File: src/rtl/cnn_pkg.sv
// Shared CNN pipeline definitions.
// Holds the default map geometry and sample width used by the pooling stage
// and its neighbours, plus the signed sample type and the pooled coordinate width.
package cnn_pkg;

    localparam int DATA_W = 16;
    localparam int IMG_W  = 8;
    localparam int IMG_H  = 8;
    localparam int CNT_W  = 3;

    // A pooled coordinate drops the low (parity) bit of the raster coordinate.
    localparam int POOL_W = CNT_W - 1;

    typedef logic signed [DATA_W-1:0] sample_t;

endpackage

File: src/rtl/maxpool2x2_stream_if.sv
// Stream bundle between the raster-scan producer and the 2x2 max-pool stage.
// Signals:
//   in_valid, in_data, in_col, in_row        : tagged input sample (producer -> pool)
//   out_valid, out_data, out_col, out_row    : pooled result (pool -> consumer)
//   frame_done                               : pulses with the last window of a frame
//   seq_err                                  : sticky raster-order error flag
// Modports: master = producer/consumer side, slave = pooling stage.
interface maxpool2x2_stream_if #(
    parameter int DATA_W = cnn_pkg::DATA_W,
    parameter int CNT_W  = cnn_pkg::CNT_W
) ();

    localparam int POOL_W = CNT_W - 1;

    logic                     in_valid;
    logic signed [DATA_W-1:0] in_data;
    logic [CNT_W-1:0]         in_col;
    logic [CNT_W-1:0]         in_row;

    logic                     out_valid;
    logic signed [DATA_W-1:0] out_data;
    logic [POOL_W-1:0]        out_col;
    logic [POOL_W-1:0]        out_row;
    logic                     frame_done;
    logic                     seq_err;

    modport master (
        output in_valid, in_data, in_col, in_row,
        input  out_valid, out_data, out_col, out_row, frame_done, seq_err
    );

    modport slave (
        input  in_valid, in_data, in_col, in_row,
        output out_valid, out_data, out_col, out_row, frame_done, seq_err
    );

endinterface

File: src/rtl/signed_max2.sv
// Combinational two-input signed maximum.
// Ports:
//   a, b : signed operands (DATA_W bits)
//   y    : the larger of a and b (either operand on a tie, same value)
module signed_max2 #(
    parameter int DATA_W = cnn_pkg::DATA_W
) (
    input  logic signed [DATA_W-1:0] a,
    input  logic signed [DATA_W-1:0] b,
    output logic signed [DATA_W-1:0] y
);

    assign y = (a > b) ? a : b;

endmodule

File: src/rtl/maxpool2x2_stream.sv
// Streaming 2x2 / stride-2 signed max-pool stage fed by an 8x8 raster scan
// (column inner, row outer). One sample is consumed per in_valid cycle and one
// pooled value is emitted, registered, one cycle after each (odd,odd) sample.
// Ports:
//   clk   : rising-edge clock
//   reset : asynchronous active-low reset (0 = in reset)
//   bus   : maxpool2x2_stream_if.slave stream bundle (input sample, pooled
//           output, frame_done, seq_err)
// Optional feature: define MAXPOOL_SEQ_CHECK_EN to track the expected raster
// coordinate and raise the sticky seq_err flag on an out-of-order sample.
// Without the macro seq_err is tied low and no tracking logic exists.
module maxpool2x2_stream #(
    parameter int DATA_W = cnn_pkg::DATA_W,
    parameter int IMG_W  = cnn_pkg::IMG_W,
    parameter int IMG_H  = cnn_pkg::IMG_H,
    parameter int CNT_W  = cnn_pkg::CNT_W
) (
    input  logic                clk,
    input  logic                reset,
    maxpool2x2_stream_if.slave  bus
);

    localparam int POOL_W = CNT_W - 1;
    localparam logic [CNT_W-1:0] LAST_COL = CNT_W'(IMG_W - 1);
    localparam logic [CNT_W-1:0] LAST_ROW = CNT_W'(IMG_H - 1);

    logic signed [DATA_W-1:0] hold;
    logic signed [DATA_W-1:0] rowbuf [IMG_W/2];
    logic signed [DATA_W-1:0] col_max;
    logic signed [DATA_W-1:0] row_max;
    logic [POOL_W-1:0]        k;

    logic                     out_valid_q;
    logic signed [DATA_W-1:0] out_data_q;
    logic [POOL_W-1:0]        out_col_q;
    logic [POOL_W-1:0]        out_row_q;
    logic                     frame_done_q;

    assign k = bus.in_col[CNT_W-1:1];

    // Column-pair stage: combines the held value with the current sample.
    signed_max2 #(.DATA_W(DATA_W)) u_col_max (
        .a (hold),
        .b (bus.in_data),
        .y (col_max)
    );

    // Row-pair stage: combines the even-row pair max stored for this window
    // with the current sample of the odd row.
    signed_max2 #(.DATA_W(DATA_W)) u_row_max (
        .a (rowbuf[k]),
        .b (bus.in_data),
        .y (row_max)
    );

    // Datapath steered by coordinate parity. Even rows fold each column pair
    // into rowbuf; odd rows fold rowbuf into hold and then finish the window.
    // Every rowbuf entry is rewritten on an even row before the odd row reads
    // it, so back-to-back frames need no flush.
    always_ff @(posedge clk or negedge reset) begin
        if (!reset) begin
            hold <= '0;
            for (int i = 0; i < IMG_W/2; i++) begin
                rowbuf[i] <= '0;
            end
            out_valid_q  <= 1'b0;
            out_data_q   <= '0;
            out_col_q    <= '0;
            out_row_q    <= '0;
            frame_done_q <= 1'b0;
        end else begin
            out_valid_q  <= 1'b0;
            frame_done_q <= 1'b0;
            if (bus.in_valid) begin
                unique case ({bus.in_row[0], bus.in_col[0]})
                    2'b00: hold      <= bus.in_data;
                    2'b01: rowbuf[k] <= col_max;
                    2'b10: hold      <= row_max;
                    2'b11: begin
                        out_valid_q  <= 1'b1;
                        out_data_q   <= col_max;
                        out_col_q    <= bus.in_col[CNT_W-1:1];
                        out_row_q    <= bus.in_row[CNT_W-1:1];
                        frame_done_q <= (bus.in_row == LAST_ROW) &&
                                        (bus.in_col == LAST_COL);
                    end
                    default: ;
                endcase
            end
        end
    end

    assign bus.out_valid  = out_valid_q;
    assign bus.out_data   = out_data_q;
    assign bus.out_col    = out_col_q;
    assign bus.out_row    = out_row_q;
    assign bus.frame_done = frame_done_q;

`ifdef MAXPOOL_SEQ_CHECK_EN
    logic [CNT_W-1:0] exp_col;
    logic [CNT_W-1:0] exp_row;
    logic             seq_err_q;

    // Raster-order tracker. After any accepted sample the expectation becomes
    // the received coordinate plus one, so a single glitch is flagged once and
    // checking resumes from wherever the producer actually is.
    always_ff @(posedge clk or negedge reset) begin
        if (!reset) begin
            exp_col   <= '0;
            exp_row   <= '0;
            seq_err_q <= 1'b0;
        end else if (bus.in_valid) begin
            if ((bus.in_row != exp_row) || (bus.in_col != exp_col)) begin
                seq_err_q <= 1'b1;
            end
            if (bus.in_col == LAST_COL) begin
                exp_col <= '0;
                exp_row <= (bus.in_row == LAST_ROW) ? '0 : bus.in_row + 1'b1;
            end else begin
                exp_col <= bus.in_col + 1'b1;
                exp_row <= bus.in_row;
            end
        end
    end

    assign bus.seq_err = seq_err_q;
`else
    assign bus.seq_err = 1'b0;
`endif

endmodule

File: src/flat_wrapper.sv
// flat-port wrapper written by rule: the top's interface ports become plain ports
module maxpool2x2_stream_flat 
#(
    parameter int DATA_W = cnn_pkg::DATA_W,
    parameter int IMG_W  = cnn_pkg::IMG_W,
    parameter int IMG_H  = cnn_pkg::IMG_H,
    parameter int CNT_W  = cnn_pkg::CNT_W
)
  (clk, reset, bus_in_valid, bus_in_data, bus_in_col, bus_in_row, bus_out_valid, bus_out_data, bus_out_col, bus_out_row, bus_frame_done, bus_seq_err);
  maxpool2x2_stream_if #(.DATA_W(DATA_W), .CNT_W(CNT_W)) bus_i ();
  input  logic clk;
  input  logic reset;
  input wire logic [$bits(bus_i.in_valid)-1:0] bus_in_valid;
  input wire logic [$bits(bus_i.in_data)-1:0] bus_in_data;
  input wire logic [$bits(bus_i.in_col)-1:0] bus_in_col;
  input wire logic [$bits(bus_i.in_row)-1:0] bus_in_row;
  output wire logic [$bits(bus_i.out_valid)-1:0] bus_out_valid;
  output wire logic [$bits(bus_i.out_data)-1:0] bus_out_data;
  output wire logic [$bits(bus_i.out_col)-1:0] bus_out_col;
  output wire logic [$bits(bus_i.out_row)-1:0] bus_out_row;
  output wire logic [$bits(bus_i.frame_done)-1:0] bus_frame_done;
  output wire logic [$bits(bus_i.seq_err)-1:0] bus_seq_err;
  assign bus_i.in_valid = bus_in_valid;
  assign bus_i.in_data = bus_in_data;
  assign bus_i.in_col = bus_in_col;
  assign bus_i.in_row = bus_in_row;
  assign bus_out_valid = bus_i.out_valid;
  assign bus_out_data = bus_i.out_data;
  assign bus_out_col = bus_i.out_col;
  assign bus_out_row = bus_i.out_row;
  assign bus_frame_done = bus_i.frame_done;
  assign bus_seq_err = bus_i.seq_err;
  maxpool2x2_stream #(.DATA_W(DATA_W), .IMG_W(IMG_W), .IMG_H(IMG_H), .CNT_W(CNT_W)) u_core (.clk(clk), .reset(reset), .bus(bus_i));
endmodule
File: config.mk
export PLATFORM = sky130hd
export DESIGN_NAME = maxpool2x2_stream_flat
export DESIGN_NICKNAME = d
export VERILOG_FILES = /design/src/rtl/cnn_pkg.sv /design/src/rtl/maxpool2x2_stream_if.sv /design/src/rtl/signed_max2.sv /design/src/rtl/maxpool2x2_stream.sv /design/src/flat_wrapper.sv
export SDC_FILE = /design/constraint.sdc
export NUM_CORES = 1
export LEC_CHECK = 0
export CORE_MARGIN = 1
export CORE_UTILIZATION = 55
export CTS_BUF_LIST = sky130_fd_sc_hd__clkbuf_16
export DETAILED_ROUTE_END_ITERATION = 8
export PLACE_DENSITY = 0.75
export SKIP_CTS_REPAIR_TIMING = 1
export SLEW_MARGIN = 20
export SYNTH_ARGS = -nofsm -noshare
export SYNTH_HDL_FRONTEND = slang
export SYNTH_HIERARCHICAL = 1
export SYNTH_SLANG_ARGS = --single-unit
File: constraint.sdc
create_clock -name clk -period 4.9 [get_ports clk]
set_input_delay 1.225 -clock clk [delete_from_list [all_inputs] [get_ports clk]]
set_output_delay 1.225 -clock clk [all_outputs]
set_load 0.01 [all_outputs]
# After elaboration in Yosys (flattened, before gate mapping)
# Index checks and enable logic that the tools add are counted.
[totals] register_bits=102 latchBits=0 mem_bits_rw=0 rom_bits=0 inputBits=25 n_memories=0
[classes] addsub=0 multipliers=0 div_mod_pow=0 order_cmp=4 eq_ne=5 n_shift=0 mux=13 n_bitwise=1 n_reduce_logical=7
[ops] cell="$mux W16" count=5
[ops] cell="$bwmux W64" count=1
[ops] cell="$bmux W16 S2" count=1
[ops] cell="$demux W16 S2" count=1
[ops] cell="$gt A16 B16 Y1" count=2
[ops] cell="$pmux W16 S2" count=1
[ops] cell="$eq A3 B3 Y1 const B" count=2
[ops] cell="$reduce_and A2 Y1" count=3
[ops] cell="$eq A2 B2 Y1 const B" count=2
[ops] cell="$mux W1" count=4
[ops] cell="$ge A3 B3 Y1 const B" count=1
[ops] cell="$lt A3 B1 Y1 const B" count=1
[ops] cell="$not A2 Y3" count=1
[ops] cell="$eq A2 B1 Y1 const B" count=1
[ops] cell="$logic_and A1 B1 Y1" count=2
[ops] cell="$logic_not A2 Y1" count=1
[ops] cell="$reduce_bool A2 Y1" count=1

# Depth between registers and ports, before layout
# Gate-level depths: netlist of run 1.
[logic_depth] depth_word=7 mapped_depth=13 ltp_nobuf=11

# Hierarchy
# The synthesis of run 1 kept the hierarchy.
[by_module_without_submodules] mod="maxpool2x2_stream" instances=1 cells_per_inst=279 area_each_um2=4386.7 seq_area_each_um2=2552.4
[by_module_without_submodules] mod="signed_max2" instances=2 cells_per_inst=78 area_each_um2=686.9 seq_area_each_um2=0.0

# Worst setup path after synthesis of run 1
# No wires, ideal clock.
[synth_timing] path_type="input to register" from="input bus_in_col[1]" to="register u_core.hold[11]" setup_time_ns=0.135 arrival_ns=4.884 required_time_ns=4.765 path_slack_ns=-0.119 stages=13 path_cell_list="buf_2 buf_2 mux4_2 ha_1 nand2_1 or4_4 or4_4 nand3_2 mux2i_4 buf_12 mux2_4 mux2i_1 o21ai_0"
[synth_via] elab_chain_cells=7
[synth_rtl] item="from (decl)" line="flat_wrapper.sv:15" rtl="input wire logic [$bits(bus_i.in_col)-1:0] bus_in_col;"
[synth_rtl] item="$not A2 Y3 (not written as such) *" line="maxpool2x2_stream.sv:51" rtl=".a (rowbuf[k]),"
[synth_rtl] item="$bmux W16 S2 *" line="maxpool2x2_stream.sv:51"
[synth_rtl] item="$mux W16 (not written as such) * (2 in a row)" line="maxpool2x2_stream.sv:51"
[synth_rtl] item="$gt A16 B16 Y1" line="signed_max2.sv:13" rtl="assign y = (a > b) ? a : b;"
[synth_rtl] item="$mux W16 *" line="signed_max2.sv:13"
[synth_rtl] item="via u_core.row_max[11]" line="maxpool2x2_stream.sv:30" rtl="logic signed [DATA_W-1:0] row_max;"
[synth_rtl] item="$pmux W16 S2 *" line="maxpool2x2_stream.sv:75" rtl="unique case ({bus.in_row[0], bus.in_col[0]})"
[synth_rtl] item="to (signal assigned)" line="maxpool2x2_stream.sv:76" rtl="2'b00: hold <= bus.in_data;"
[synth_rtl] item="to (signal assigned)" line="maxpool2x2_stream.sv:78" rtl="2'b10: hold <= row_max;"
[synth_rtl] item="to (decl)" line="maxpool2x2_stream.sv:27" rtl="logic signed [DATA_W-1:0] hold;"
# Mark *: on every way through the listed nets, which the timed path passes. The rest lies on a longest branch. The select of a mux whose other input is x is not followed.
# A chain may end at the register's enable or synchronous reset.

# Final worst setup path of run 1
[layout_timing] from="input bus_in_col[2]" to="register u_core.hold[0]"
# The elaborated chain is that of the path after synthesis.

==> key figures, run 1 <==
Timing
  – Final period utilization: between 90% and 100%
  – Fin crit period: between 4 and 5 ns
  – Clock Skew: 0.00585 ns
  – Relative slew slack: 31.5%
  – Fmax: 0.214 GHz
  – Max Slew Vio Count: 0
  – Final Hold Viols: 0
  – Worst-Margin Slew: a little over 1 ns
  – Final setup fails: 0
  – RSZ-0062 raised after global routing: no

Layout
  – Layout Cell Area excl Fill: 6820 um^2
  – Share of layout cells above drive strength 1: 37.3%
  – NumNets Final: around 550
  – Most frequent cells in the layout: 102 x dfrtp_1, 86 x mux2_2, 44 x clkdlybuf4s50_1, 38 x inv_1, 32 x ha_1
  – Non-filler instance count after layout: 635
  – ANT cells: 0
  – Area grow syn2layout: 18.4%
  – Commonest non-fill, non-tap cell in the layout: dfrtp_1

CTS
  – Inserted Clock Buffers: 9
  – Num Clock Sinks: 102
  – Root buffer cell: clkbuf_16
  – H-tree depth: 3
  – CTS tree: built
  – Clock Latency Late Sink: 0.35 ns
  – Clock transition at path regs: around 0.07 ns
  – Clock buffer depth: 2

Synthesis
  – Cell area after synthesis: 5760 um^2
  – FF+latch count, synth: 102
  – Synthesized Nets: 492
  – Synth Instances: 435
  – Post-synth cell types: 34
  – Synthesis Warnings: 6
  – Syn avg cell area: 13.2 um^2
  – Register area share after synthesis: 44.3%
  – Synth area leader: dfrtp_1
  – Largest cells by area after synthesis: dfrtp_1 44%, mux2_2 17%, mux2_4 7.8%
  – Synth top area share: between 40% and 50%

Hold path
  – Hold crit path type: reg2reg

Global routing
  – Initial antenna violation count: 0
  – Grt met2 use: 38.6%
  – Global route total overflow: 0
  – GRT Util Overall: 24.3%
  – Most used routing layer in global routing: met2
  – First-pass GRT wire length: 20300 um
  – Pin count of the biggest net entering global routing: between 70 and 80
  – Met1 Usage GRT: 34.1%
  – Vias in the first global route: 3834
  – Met3 usage: under 10%

Power and ir drop
  – Total power draw: 0.00397 W
  – P per Cell Area: 583 nW/um^2
  – Leak pwr: 3.25 nW
  – Maximum vdd drop: 0.000325 V

Critical path
  – Crit path kind: in2reg
  – Critical path capture point type: flop
  – Max FO, Critical Path: 10
  – Critical Path AT: ~4.9 ns
  – CP startpoint kind: primary input
  – Worst path required time: 5.10 ns

Floorplanning
  – Cell Rows: 36
  – Die height: 104 um
  – Placeable Area: 9950 um^2
  – Starting Density: between 50% and 60%
  – Top-Level Pins: 48
  – Die Area: 10900 um^2
  – Chip width: 104 um

Drt
  – Residual DRC count: 0
  – Antenna Nets Post-Route: 0
  – Pre-antenna DRT Iters: 4
  – Detailed router's first-iteration violation count: 212
  – WL/cell: 19.7 um
  – Vias per inst: between 5 and 6
  – Detailed-route wire length: roughly 12000 um
  – Via count: 3604

Flow run
  – Max-Cap Viols: 0

Placed design
  – Inst Count DP: 617
  – Port bufs: between 40 and 50
  – DP Area: 6460 um^2
  – Routability Congestion: 0.810
  – DP Wirelength: 8770 um

Outcome
  – Run status: complete, no violations
## synth_stat cells
cell type	instances
a21boi_0	2
a21oi_1	14
a311oi_1	2
and2b_2	2
buf_1	3
buf_12	2
buf_2	5
buf_4	3
buf_6	3
clkbuf_1	3
conb_1	1
dfrtp_1	102
ha_1	32
inv_1	37
mux2_2	86
mux2_4	30
mux2i_1	16
mux2i_4	2
mux4_2	16
nand2_1	30
nand2b_1	1
nand3_1	3
nand3_2	2
nand3b_4	1
nand4_1	2
nor2_1	1
nor3_1	1
nor3_2	1
nor3b_2	1
nor4_1	4
o21ai_0	18
o21bai_1	4
or3b_1	1
or4_4	4
## path summary, 6_finish.rpt
path	startpoint	endpoint	slack (ns)	depth (start not counted)
setup / recovery	bus_in_col[2]	u_core/hold[0]$_DFFE_PN0P_	0.22	13
setup reg to reg	u_core/rowbuf[15]$_DFFE_PN0P_	u_core/hold[0]$_DFFE_PN0P_	1.19	11
hold reg to reg	u_core/rowbuf[12]$_DFFE_PN0P_	u_core/rowbuf[12]$_DFFE_PN0P_	0.50	1
min in group asynchronous	reset	u_core/bus.out_data[13]$_DFFE_PN0P_	1.03	1
hold / removal	u_core/rowbuf[12]$_DFFE_PN0P_	u_core/rowbuf[12]$_DFFE_PN0P_	0.50	1
max in group asynchronous	reset	u_core/rowbuf[39]$_DFFE_PN0P_	2.95	2
## layout make-up
type | count | area [um^2]
inverter | 37 | 139
sequential | 102 | 2550
fill | 729 | 3140
multi-input combinational | 277 | 2930
clock inverter | 7 | 73.8
clock buffer | 9 | 225
timing repair buffer | 70 | 729
tap | 133 | 166
## metrics by stage
| stage | util, % | setup slack (ns) | TNS [ns] | hold WS, ns |
|---|---|---|---|---|
| finish | 68.5 | 0.217 | 0 | 0.503 |
| global route | 68.5 | 0.126 | 0 | 0.520 |
| detailed placement | 64.9 | -0.313 | -4.33 | 0.494 |
| floorplan | - | 0.0205 | 0 | 0.467 |
| global placement | 64.9 | -0.233 | -3.26 | 0.482 |
| CTS | 67.9 | 0.0439 | 0 | 0.510 |
## power by group
part / internal (W) / switching (W)
clock network: 0.000397 / 0.000318
logic: 0.00107 / 0.000753
registers: 0.00122 / 0.000219
total: 0.00268 / 0.00129
## logic make-up after synthesis
family                     count (synthesis)  share of synthesized area [%]
and+or+nand+nor                           54                           5.45
AOI/OAI and AO/OA                         40                           3.87
buffers and inverters                     56                           4.91
DFF                                      102                           44.3
muxes                                    150                           34.4
other                                      1                         0.0651
adders and majority gates                 32                           6.95
## worst max-delay path: stages
cell,delay [ns]
clkdlybuf4s50_1,0.50
buf_12,0.14
mux4_2,0.31
ha_1,0.32
nand2_1,0.07
or4_4,0.55
or4_4,0.54
nand3_2,0.12
mux2i_4,0.33
clkbuf_16,0.22
mux2_2,0.33
mux2i_1,0.13
o21ai_0,0.09
## state kept, by name, indices dropped and copies added (netlist names)
name                   cells
u_core/bus.out_col         2
u_core/bus.out_valid       1
u_core/rowbuf             64
u_core/bus.out_row         2
u_core/hold               16
u_core/bus.frame_done      1
u_core/bus.out_data       16
## routing by layer
metal,part of all wire (%),routed length (um)
met1,47,5920
met2,48,5940
met3,3.4,426
met4,1.6,200
met5,0,0
(Power assumes the default switching activity.)
==> run 2, diff against run 1 <==
RECOVER_POWER = 50   (was default)
==> run 2 against run 1 <==
  * The flow now finishes with violations (max-capacitance violations, max-slew violations)
  * Sequential power about the same
  * Non-clock buffer count unchanged
  * Worst setup slack improved by 0.0028 ns
  * Critical path type unchanged
  * Worst hold slack worse by 0.0027 ns
  * Flip-flop and latch count unchanged
  * Register-to-register slack barely moved
  * Largest power group unchanged
  * Combinational power about the same
==> key figures, run 2 (synthesis gave the netlist of run 1 again) <==
Critical path
  – Max FO, Critical Path: 10
  – Worst reg2reg startpoint: u_core/rowbuf[15]$_DFFE_PN0P_
  – Setup crit end: u_core/hold[0]$_DFFE_PN0P_
  – FF-to-FF path depth: 11
  – Worst path required time: just over 5 ns
  – Critical Path AT: a little under 5 ns
  – Crit path kind: in2reg
  – R2R Setup Slk: 1.19 ns
  – Critical path capture point type: flop
  – Worst reg2reg endpoint: u_core/hold[0]$_DFFE_PN0P_
  – Critical Path Start: bus_in_col[2]
  – CP startpoint kind: primary input

Placed design
  – Routability Congestion: 0.810
  – Pre-CTS setup slack: -0.313 ns
  – DP Area: ~6500 um^2
  – DP Wirelength: 8770 um
  – Port bufs: 46

Drt
  – Vias per inst: ~5.7
  – Via count: ~3600
  – DR top layer: met4
  – Detailed-route wire length: 12500 um
  – Met3 WL: ~450 um
  – Pre-antenna DRT Iters: 4
  – Detailed router's first-iteration violation count: 225
  – Met1 wire length: slightly below 6000 um
  – Residual DRC count: 0
  – Antenna Nets Post-Route: 0
  – WL/cell: 19.6 um
  – Met2 Wirelength: 5980 um

Timing
  – Relative slew slack: -20.4%
  – Final Hold Viols: 0
  – Fmax: 0.214 GHz
  – Fin crit period: between 4 and 5 ns
  – RSZ-0062 raised after global routing: no
  – Final setup fails: 0
  – Final period utilization: 95.5%
  – Worst-Margin Slew: 1.81 ns
  – Final worst slack: 0.220 ns
  – Clock Skew: 0.00515 ns
  – Max Slew Vio Count: 105

Power and ir drop
  – Combinational share of power: a little under half
  – Maximum vdd drop: between 0.0003 and 0.0004 V
  – Leak pwr: between 3 and 4 nW
  – Clock power frac: 18.0%
  – Sw Ratio: 32.5%
  – Sw Pwr: roughly 0.0013 W
  – Sequential power share: 36.4%
  – P per Cell Area: 581 nW/um^2
  – Power Internal: approximately 0.0027 W

Floorplanning
  – Die Area: 10900 um^2
  – Die height: 104 um
  – Placeable Area: between 9000 and 10000 um^2
  – Top-Level Pins: 48
  – Chip width: 104 um
  – Cell Rows: 36
  – Starting Density: 57.9%

Outcome
  – Run status: complete, but fails checks
  – Failing checks: max-capacitance violations, max-slew violations

CTS
  – Clock transition at path regs: ~0.070 ns
  – CTS tree: built
  – Inserted Clock Buffers: 9
  – Clock buffer depth: 2
  – Root buffer cell: clkbuf_16
  – H-tree depth: 3
  – Clock Latency Late Sink: about 0.34 ns
  – Num Clock Sinks: 102

Layout
  – Share of layout cells above drive strength 1: 37.1%
  – Commonest non-fill, non-tap cell in the layout: dfrtp_1
  – Largest reg by FF count: u_core/rowbuf
  – Area grow syn2layout: 18.3%
  – Layout Cell Area excl Fill: ~7000 um^2
  – NumNets Final: about 550
  – Max reg flops: 64
  – ANT cells: 0
  – Most frequent cells in the layout: 102 x dfrtp_1, 86 x mux2_2, 38 x inv_1, 33 x clkdlybuf4s50_1, 32 x ha_1

Global routing
  – Vias in the first global route: 3834
  – GRT Util Overall: 24.3%
  – Initial antenna violation count: 0
  – Global route total overflow: 0
  – First-pass GRT wire length: roughly 20000 um
  – Pin count of the biggest net entering global routing: 74

Flow run
  – Max-Cap Viols: 2

Hold path
  – Hold crit path type: reg2reg
[run 2: power groups by stage]
stage,clock network [W],registers (W),logic (W)
final,0.000714,0.00144,0.00180
after global routing,0.000764,0.00149,0.00194
after CTS,0.000731,0.00144,0.00177
after detailed placement,0,0.00145,0.00175
after global placement,0,0.00141,0.00168
after floorplan,0,0.00141,0.00120
[run 2: area by class of cell]
class,count,area (um^2)
fill,730,3140
multi-input combinational,277,2930
sequential,102,2550
timing repair buffer,70,723
clock buffer,9,225
tap,133,166
inverter,37,139
clock inverter,7,73.8
[run 2: worst min-delay path by stage]
stage	slack, ns	cells past startpoint	endpoint	startpoint
final	0.50	1	u_core/bus.out_data[11]$_DFFE_PN0P_	u_core/bus.out_data[11]$_DFFE_PN0P_
after global routing	0.52	1	u_core/bus.out_data[10]$_DFFE_PN0P_	u_core/bus.out_data[10]$_DFFE_PN0P_
after global placement	0.48	1	u_core/rowbuf[34]$_DFFE_PN0P_	u_core/rowbuf[34]$_DFFE_PN0P_
after detailed placement	0.49	1	u_core/rowbuf[28]$_DFFE_PN0P_	u_core/rowbuf[28]$_DFFE_PN0P_
after CTS	0.51	1	u_core/rowbuf[28]$_DFFE_PN0P_	u_core/rowbuf[28]$_DFFE_PN0P_
after floorplan	0.47	2	u_core/hold[0]$_DFFE_PN0P_	u_core/hold[0]$_DFFE_PN0P_
[run 2: per-layer routing]
metal | track usage, % | vias to the layer above
met5 | 0 | -
met2 | 38.6 | 72
met1 | 34.1 | 1832
li1 | - | 1692
met3 | 2.94 | 14
met4 | 9.90 | 0
[run 2: stage by stage]
stage	total power, W	hold slack, ns	std cells	setup TNS, ns	util [%]
finish	0.00396	0.500	635	0	68.4
global placement	0.00309	0.482	617	-3.26	64.9
global route	0.00419	0.523	635	0	68.4
CTS	0.00393	0.510	633	0	67.9
floorplan	0.00261	0.467	435	0	-
detailed placement	0.00320	0.494	617	-4.33	64.9
[run 2: worst max-delay path: stages]
cell	delay, ns
clkdlybuf4s50_1	0.50
buf_12	0.14
mux4_2	0.31
ha_1	0.32
nand2_1	0.07
or4_4	0.54
or4_4	0.54
nand3_2	0.12
mux2i_4	0.33
clkbuf_16	0.22
mux2_2	0.33
mux2i_1	0.13
o21ai_0	0.09
